`config.mk`:
```
export PLATFORM = sky130hd
export DESIGN_NAME = pulse_input_conditioner_flat
export DESIGN_NICKNAME = d
export VERILOG_FILES = /design/src/rtl/pulse_input_conditioner_pkg.sv /design/src/rtl/pulse_input_conditioner_if.sv /design/src/rtl/pulse_input_conditioner_btn_debounce.sv /design/src/rtl/pulse_input_conditioner.sv /design/src/flat_wrapper.sv
export SDC_FILE = /design/constraint.sdc
export NUM_CORES = 1
export LEC_CHECK = 0
export ABC_AREA = 1
export BUFFER_PORTS_ARGS = -buffer_cell sky130_fd_sc_hd__buf_2
export CAP_MARGIN = 30
export CORE_UTILIZATION = 45
export CTS_CLUSTER_SIZE = 14
export DETAILED_ROUTE_END_ITERATION = 7
export PLACE_DENSITY_LB_ADDON = 0.05
export SLEW_MARGIN = 10
export SYNTH_ARGS = -nofsm -noshare
export SYNTH_HDL_FRONTEND = slang
export SYNTH_SLANG_ARGS = --single-unit
```
`constraint.sdc`:
```
create_clock -name clk -period 3.4 [get_ports clk]
set_input_delay 0.68 -clock clk [delete_from_list [all_inputs] [get_ports clk]]
set_output_delay 0.68 -clock clk [all_outputs]
set_load 0.005 [all_outputs]
```
`src/rtl/pulse_input_conditioner_pkg.sv`:
```
// Purpose: shared types and constants for the pulse-mode input conditioner.
//   - state_e   : arbitration FSM states
//   - btn_vec_t : one bit per button, [2]=x1, [1]=x2, [0]=x3
//   - prio_pick : fixed-priority one-hot pick, x1 > x2 > x3
package pulse_cond_pkg;

    localparam int unsigned N_BTN = 3;

    localparam int unsigned X1_IDX = 2;
    localparam int unsigned X2_IDX = 1;
    localparam int unsigned X3_IDX = 0;

    // 20 ms at 100 MHz on the board; a short window keeps simulation fast
    localparam int unsigned DB_CYCLES_BOARD = 2_000_000;
    localparam int unsigned DB_CYCLES_SIM   = 4;
    localparam int unsigned CNT_W_BOARD     = 21;

    typedef enum logic [1:0] {
        ST_IDLE = 2'd0,
        ST_EMIT = 2'd1,
        ST_GAP  = 2'd2
    } state_e;

    typedef logic [N_BTN-1:0] btn_vec_t;

    // One-hot winner among simultaneous requests
    function automatic btn_vec_t prio_pick(input btn_vec_t req);
        btn_vec_t grant;
        grant = '0;
        if (req[X1_IDX]) begin
            grant[X1_IDX] = 1'b1;
        end else if (req[X2_IDX]) begin
            grant[X2_IDX] = 1'b1;
        end else if (req[X3_IDX]) begin
            grant[X3_IDX] = 1'b1;
        end
        return grant;
    endfunction

endpackage

```
`src/rtl/pulse_input_conditioner_if.sv`:
```
// Purpose: button-side bus of the pulse input conditioner.
//   btn_raw   : raw bouncing button levels
//   clr_err   : synchronous clear of the collision flag
//   x_pulse   : one-hot output pulses
//   busy      : high while a pulse is being emitted
//   collision : sticky flag for dropped presses
//   btn_db    : debounced levels for LEDs
// master drives buttons and observes outputs; slave is the conditioner.
interface pulse_input_conditioner_if;
    import pulse_cond_pkg::*;

    btn_vec_t btn_raw;
    logic     clr_err;
    btn_vec_t x_pulse;
    logic     busy;
    logic     collision;
    btn_vec_t btn_db;

    modport master (
        output btn_raw,
        output clr_err,
        input  x_pulse,
        input  busy,
        input  collision,
        input  btn_db
    );

    modport slave (
        input  btn_raw,
        input  clr_err,
        output x_pulse,
        output busy,
        output collision,
        output btn_db
    );

endinterface

```
`src/rtl/pulse_input_conditioner_btn_debounce.sv`:
```
// Purpose: single-button front end: 2-flop synchronizer, debounce counter
// and rising-edge detect.
//   clk, rst : clock, asynchronous active-high reset
//   raw      : asynchronous bouncing level
//   db       : debounced level (registered)
//   rise_c   : one-cycle rising edge of db (combinational from flops)
module btn_debounce #(
    parameter int unsigned DB_CYCLES = 4,
    parameter int unsigned CNT_W     = 21
) (
    input  logic clk,
    input  logic rst,
    input  logic raw,
    output logic db,
    output logic rise_c
);

    logic             sync1_q, sync1_d;
    logic             s_q, s_d;
    logic             db_q, db_d;
    logic             db_dly_q, db_dly_d;
    logic [CNT_W-1:0] cnt_q, cnt_d;

    // Next state: synchronizer shift, debounce count, edge-detect delay
    always_comb begin
        sync1_d  = raw;
        s_d      = sync1_q;
        db_d     = db_q;
        cnt_d    = '0;
        db_dly_d = db_q;
        // Any cycle where s agrees with db restarts the stability window
        if (s_q != db_q) begin
            if (cnt_q == CNT_W'(DB_CYCLES - 1)) begin
                db_d  = s_q;
                cnt_d = '0;
            end else begin
                cnt_d = cnt_q + CNT_W'(1);
            end
        end
    end

    always_ff @(posedge clk or posedge rst) begin
        if (rst) begin
            sync1_q  <= 1'b0;
            s_q      <= 1'b0;
            db_q     <= 1'b0;
            db_dly_q <= 1'b0;
            cnt_q    <= '0;
        end else begin
            sync1_q  <= sync1_d;
            s_q      <= s_d;
            db_q     <= db_d;
            db_dly_q <= db_dly_d;
            cnt_q    <= cnt_d;
        end
    end

    assign db     = db_q;
    assign rise_c = db_q & ~db_dly_q;

endmodule

```
`src/rtl/pulse_input_conditioner.sv`:
```
// Purpose: turns three bouncing buttons into clean, mutually exclusive
// single pulses x1/x2/x3 for the pulse-mode state logic.
//   clk, rst : clock, asynchronous active-high reset
//   bus      : slave side of pulse_input_conditioner_if
//              (btn_raw, clr_err in; x_pulse, busy, collision, btn_db out)
module pulse_input_conditioner
    import pulse_cond_pkg::*;
#(
    parameter int unsigned DB_CYCLES    = DB_CYCLES_BOARD,
    parameter int unsigned PULSE_CYCLES = 1,
    parameter int unsigned CNT_W        = CNT_W_BOARD
) (
    input  logic                        clk,
    input  logic                        rst,
    pulse_input_conditioner_if.slave    bus
);

    localparam int unsigned PCNT_W = (PULSE_CYCLES > 1) ? $clog2(PULSE_CYCLES) : 1;

    btn_vec_t          db;
    btn_vec_t          rise_c;
    btn_vec_t          held_c;
    btn_vec_t          win_c;
    logic              col_set_c;

    state_e            state_q, state_d;
    btn_vec_t          x_pulse_q, x_pulse_d;
    logic              busy_q, busy_d;
    logic              collision_q, collision_d;
    logic [PCNT_W-1:0] pcnt_q, pcnt_d;

    // Per-button synchronize, debounce and rise detect
    for (genvar i = 0; i < N_BTN; i++) begin : g_btn
        btn_debounce #(
            .DB_CYCLES (DB_CYCLES),
            .CNT_W     (CNT_W)
        ) u_debounce (
            .clk    (clk),
            .rst    (rst),
            .raw    (bus.btn_raw[i]),
            .db     (db[i]),
            .rise_c (rise_c[i])
        );
    end

    // Arbitration, lockout and pulse FSM
    always_comb begin
        state_d   = state_q;
        x_pulse_d = x_pulse_q;
        busy_d    = busy_q;
        pcnt_d    = pcnt_q;
        col_set_c = 1'b0;
        // Buttons already held before this cycle; rising ones are excluded so
        // a true simultaneous press is arbitrated rather than locked out
        held_c    = db & ~rise_c;
        win_c     = prio_pick(rise_c);

        unique case (state_q)
            ST_IDLE: begin
                if (rise_c != '0) begin
                    if (((rise_c & (rise_c - btn_vec_t'(1))) != '0) || (held_c != '0)) begin
                        col_set_c = 1'b1;
                    end
                    if (held_c == '0) begin
                        state_d   = ST_EMIT;
                        x_pulse_d = win_c;
                        busy_d    = 1'b1;
                        pcnt_d    = PCNT_W'(PULSE_CYCLES - 1);
                    end
                end
            end
            ST_EMIT: begin
                if (rise_c != '0) begin
                    col_set_c = 1'b1;
                end
                if (pcnt_q == '0) begin
                    state_d   = ST_GAP;
                    x_pulse_d = '0;
                    busy_d    = 1'b0;
                end else begin
                    pcnt_d = pcnt_q - PCNT_W'(1);
                end
            end
            ST_GAP: begin
                if (rise_c != '0) begin
                    col_set_c = 1'b1;
                end
                state_d = ST_IDLE;
            end
            default: begin
                state_d   = ST_IDLE;
                x_pulse_d = '0;
                busy_d    = 1'b0;
            end
        endcase

        // Setting wins over a same-cycle clear
        if (col_set_c) begin
            collision_d = 1'b1;
        end else if (bus.clr_err) begin
            collision_d = 1'b0;
        end else begin
            collision_d = collision_q;
        end
    end

    always_ff @(posedge clk or posedge rst) begin
        if (rst) begin
            state_q     <= ST_IDLE;
            x_pulse_q   <= '0;
            busy_q      <= 1'b0;
            collision_q <= 1'b0;
            pcnt_q      <= '0;
        end else begin
            state_q     <= state_d;
            x_pulse_q   <= x_pulse_d;
            busy_q      <= busy_d;
            collision_q <= collision_d;
            pcnt_q      <= pcnt_d;
        end
    end

    assign bus.x_pulse   = x_pulse_q;
    assign bus.busy      = busy_q;
    assign bus.collision = collision_q;
    assign bus.btn_db    = db;

endmodule
```
`src/flat_wrapper.sv`:
```
// flat-port wrapper written by rule: the top's interface ports become plain ports
module pulse_input_conditioner_flat import pulse_cond_pkg::*;
#(
    parameter int unsigned DB_CYCLES    = DB_CYCLES_BOARD,
    parameter int unsigned PULSE_CYCLES = 1,
    parameter int unsigned CNT_W        = CNT_W_BOARD
)
  (clk, rst, bus_btn_raw, bus_clr_err, bus_x_pulse, bus_busy, bus_collision, bus_btn_db);
  pulse_input_conditioner_if bus_i ();
  input  logic clk;
  input  logic rst;
  input wire logic [$bits(bus_i.btn_raw)-1:0] bus_btn_raw;
  input wire logic [$bits(bus_i.clr_err)-1:0] bus_clr_err;
  output wire logic [$bits(bus_i.x_pulse)-1:0] bus_x_pulse;
  output wire logic [$bits(bus_i.busy)-1:0] bus_busy;
  output wire logic [$bits(bus_i.collision)-1:0] bus_collision;
  output wire logic [$bits(bus_i.btn_db)-1:0] bus_btn_db;
  assign bus_i.btn_raw = bus_btn_raw;
  assign bus_i.clr_err = bus_clr_err;
  assign bus_x_pulse = bus_i.x_pulse;
  assign bus_busy = bus_i.busy;
  assign bus_collision = bus_i.collision;
  assign bus_btn_db = bus_i.btn_db;
  pulse_input_conditioner #(.DB_CYCLES(DB_CYCLES), .PULSE_CYCLES(PULSE_CYCLES), .CNT_W(CNT_W)) u_core (.clk(clk), .rst(rst), .bus(bus_i));
endmodule
```
==> results.cfg <==
[route]
top_layer = met4
met3_length_microns = 170
drt_first_pass_iters = 4
m1WireLength_microns = 4140
via_count = 3441
ant_nets = 0
first_iter_violations = 136
wirelength_microns = 8280
met2WireLength_microns = 3910
vias_per_cell = 4.71
drc = 0
wl_per_cell_microns = 11.3

[timing]
fmax_mhz = 587
final.setup.worst_slack_ns = 1.70
rsz0062_at_grt = false
slew_headroom = 0.693
fin_hold_ws_ns = 0.268
finalSetupTns_ns = 0
fin_crit_ns = 1.70
hold_viol = 0
skew_ns = 0.00786
tightest_slew_ns = 0.458
fin_crit_sh = 0.501
drv_slew = 0
setup_viol = 0

[setup_path]
cp-start-kind = flip-flop
crit_arrival_ns = 1.02
critPathMaxStageDelay_ns = 0.49
critPathSlowestCell = dfrtp_1
path_max_fanout = 6
path_class = flip-flop to output port
critical_path.top_delay_family = flip-flops
worst-endpoint-required_ns = 2.72
cp_num_buf_inv = 1
crit_chain = buf_2
endpoint_kind = output port

[logic_synthesis]
syn_nets = 586
synth-seq-area-share = 0.461
synth_fa_ha_area_frac = 0.0197
synth_top_family_by_area = simple AND/OR/NAND/NOR gates
ys_seq_elements = 82
synth_compound_area_frac = 0.0239
ys_warn_count = 0
synth_area_per_cell_sq_um = 7.77
syn_area_sq_um = 4450
syn_inst = 573
synth_cell_types = 28
synthSimpleGateAreaFrac = 0.369
muxShareOfSynthArea = 0
synth_xor_area_frac = 0.0523

[cts]
insertion_delay_ns = 0.35
cts_tree = yes
cts_setup_buffers = 0
cts_root_buf = clkbuf_8
clock_path_buffers = 2
numCtsBuffers = 9
ctsResizeCount = 0
htreeDepth = 3
postCtsHoldBufs = 0
cts.sinks = 82
path_clk_slew_ns = 0.09

[power_and_ir_drop]
worst_ir_drop_vdd_v = 0.000228
power.density_nw_per_um2 = 376
power.leakage_uw = 0.00239

[finish]
syn_to_final_growth_pct = 10.7
final_core_util = 0.523
layout_common_cells = 143 x nand2_1, 123 x nor2_1, 82 x dfrtp_1
antenna_cells = 0
final_common_cell = nand2_1
nFillCells = 922
drive_above_1_share = 0.140
fin_nets = 610

[floorplan]
rows = 35
dieArea_sq_um = 10300
die_w_microns = 101
io_pins = 14
coreArea_sq_um = 9420
die_h_microns = 101
initial_core_util = 0.473

[global_route]
grt_pass1_wl_microns = 14600
grt_pass1_vias = 3305
grt_max_degree = 44
groute.usage.overall = 0.182
grt_antenna_before_repair = 0
overflow = 0

[run_status]
status = complete, no violations

[place]
pre_cts_slack_ns = 1.90
io_buffers = 13
place_hpwl_microns = 6250
gp_congestion = 0.809

[min_path]
worstHoldPathType = primary input to asynchronous set/reset pin

[job]
maxCapViolations = 0
cell families (layout without fill, tap and decap cells):
group	after synthesis	count (layout)
AOI/OAI and AO/OA	20	20
xor gates and xnor gates	24	24
adders and majority gates	7	7
buffers and inverters	84	113
DFF	82	82
and+or+nand+nor	356	356
flip-flops by register name, indices dropped and copies added, names as in the netlist:
| signal | count |
|---|---|
| u_core.g_btn.u_debounce.cnt_q | 63 |
| u_core.bus.x_pulse | 3 |
| u_core.g_btn.u_debounce.db | 3 |
| u_core.g_btn.u_debounce.db_dly_q | 3 |
| u_core.g_btn.u_debounce.s_d | 3 |
| u_core.g_btn.u_debounce.s_q | 3 |
| u_core.state_q | 2 |
| u_core.bus.busy | 1 |
| u_core.bus.collision | 1 |
final timing paths:
path / start / to / slack (ns) / cells after the start
min in group clk: u_core.g_btn[1].u_debounce.s_d / u_core.g_btn[1].u_debounce.s_q / 0.35 / 0
max reg2reg: u_core.g_btn[0].u_debounce.cnt_q[0] / u_core.g_btn[0].u_debounce.cnt_q[16] / 1.91 / 10
max: u_core.g_btn[0].u_debounce.db / bus_btn_db[0] / 1.70 / 1
min: rst / u_core.g_btn[0].u_debounce.cnt_q[3] / 0.27 / 2
min reg2reg: u_core.g_btn[1].u_debounce.s_d / u_core.g_btn[1].u_debounce.s_q / 0.35 / 0
max in group asynchronous: rst / u_core.g_btn[2].u_debounce.cnt_q[7] / 2.38 / 4
cell type report:
type | count | area, sq um | share of cell area
Multi-Input combinational cell | 407 | 2070 | 0.420
Sequential cell | 82 | 2050 | 0.417
Inverter | 81 | 310 | 0.0630
Tap cell | 129 | 161 | 0.0328
Clock buffer | 9 | 124 | 0.0252
Timing Repair Buffer | 16 | 108 | 0.0218
Clock inverter | 7 | 103 | 0.0208
power breakdown:
| group | internal [uW] | switching [uW] |
|---|---|---|
| Sequential | 986 | 9.46 |
| Clock | 420 | 372 |
| Combinational | 20.3 | 45.4 |
| Total | 1430 | 427 |
per-stage QoR:
step | instances | total power (uW) | area [sq um]
finish | 731 | 1850 | 4920
global route | 731 | 1930 | 4920
CTS | 731 | 1880 | 4920
detailed placement | 715 | 1080 | 4700
global placement | 714 | 1080 | 4670
floorplan | 573 | 1060 | 4450
synthesized netlist by cell type (all sizes together):
cell    count  area (sq um)
ha          7          87.6
nand3      28           180
a31oi       3          18.8
o21ai       9          45.0
dfrtp      82          2050
buf         3          22.5
nor4        1          6.26
nand2     159           657
nand4       7          43.8
xnor2      13           136
a21oi       7          35.0
o21bai      1          7.51
inv        81           309
nor3       20           116
nor2      138           616
nor3b       2          15.0
and3        1          6.26
xor2       11          96.3
metal layers:
| layer | track usage | up-vias |
|---|---|---|
| met4 | 0.0580 | 0 |
| met2 | 0.301 | 31 |
| met3 | 0.0359 | 6 |
| li1 | - | 1807 |
| met5 | 0 | - |
| met1 | 0.241 | 1597 |
(Power assumes the default switching activity.)
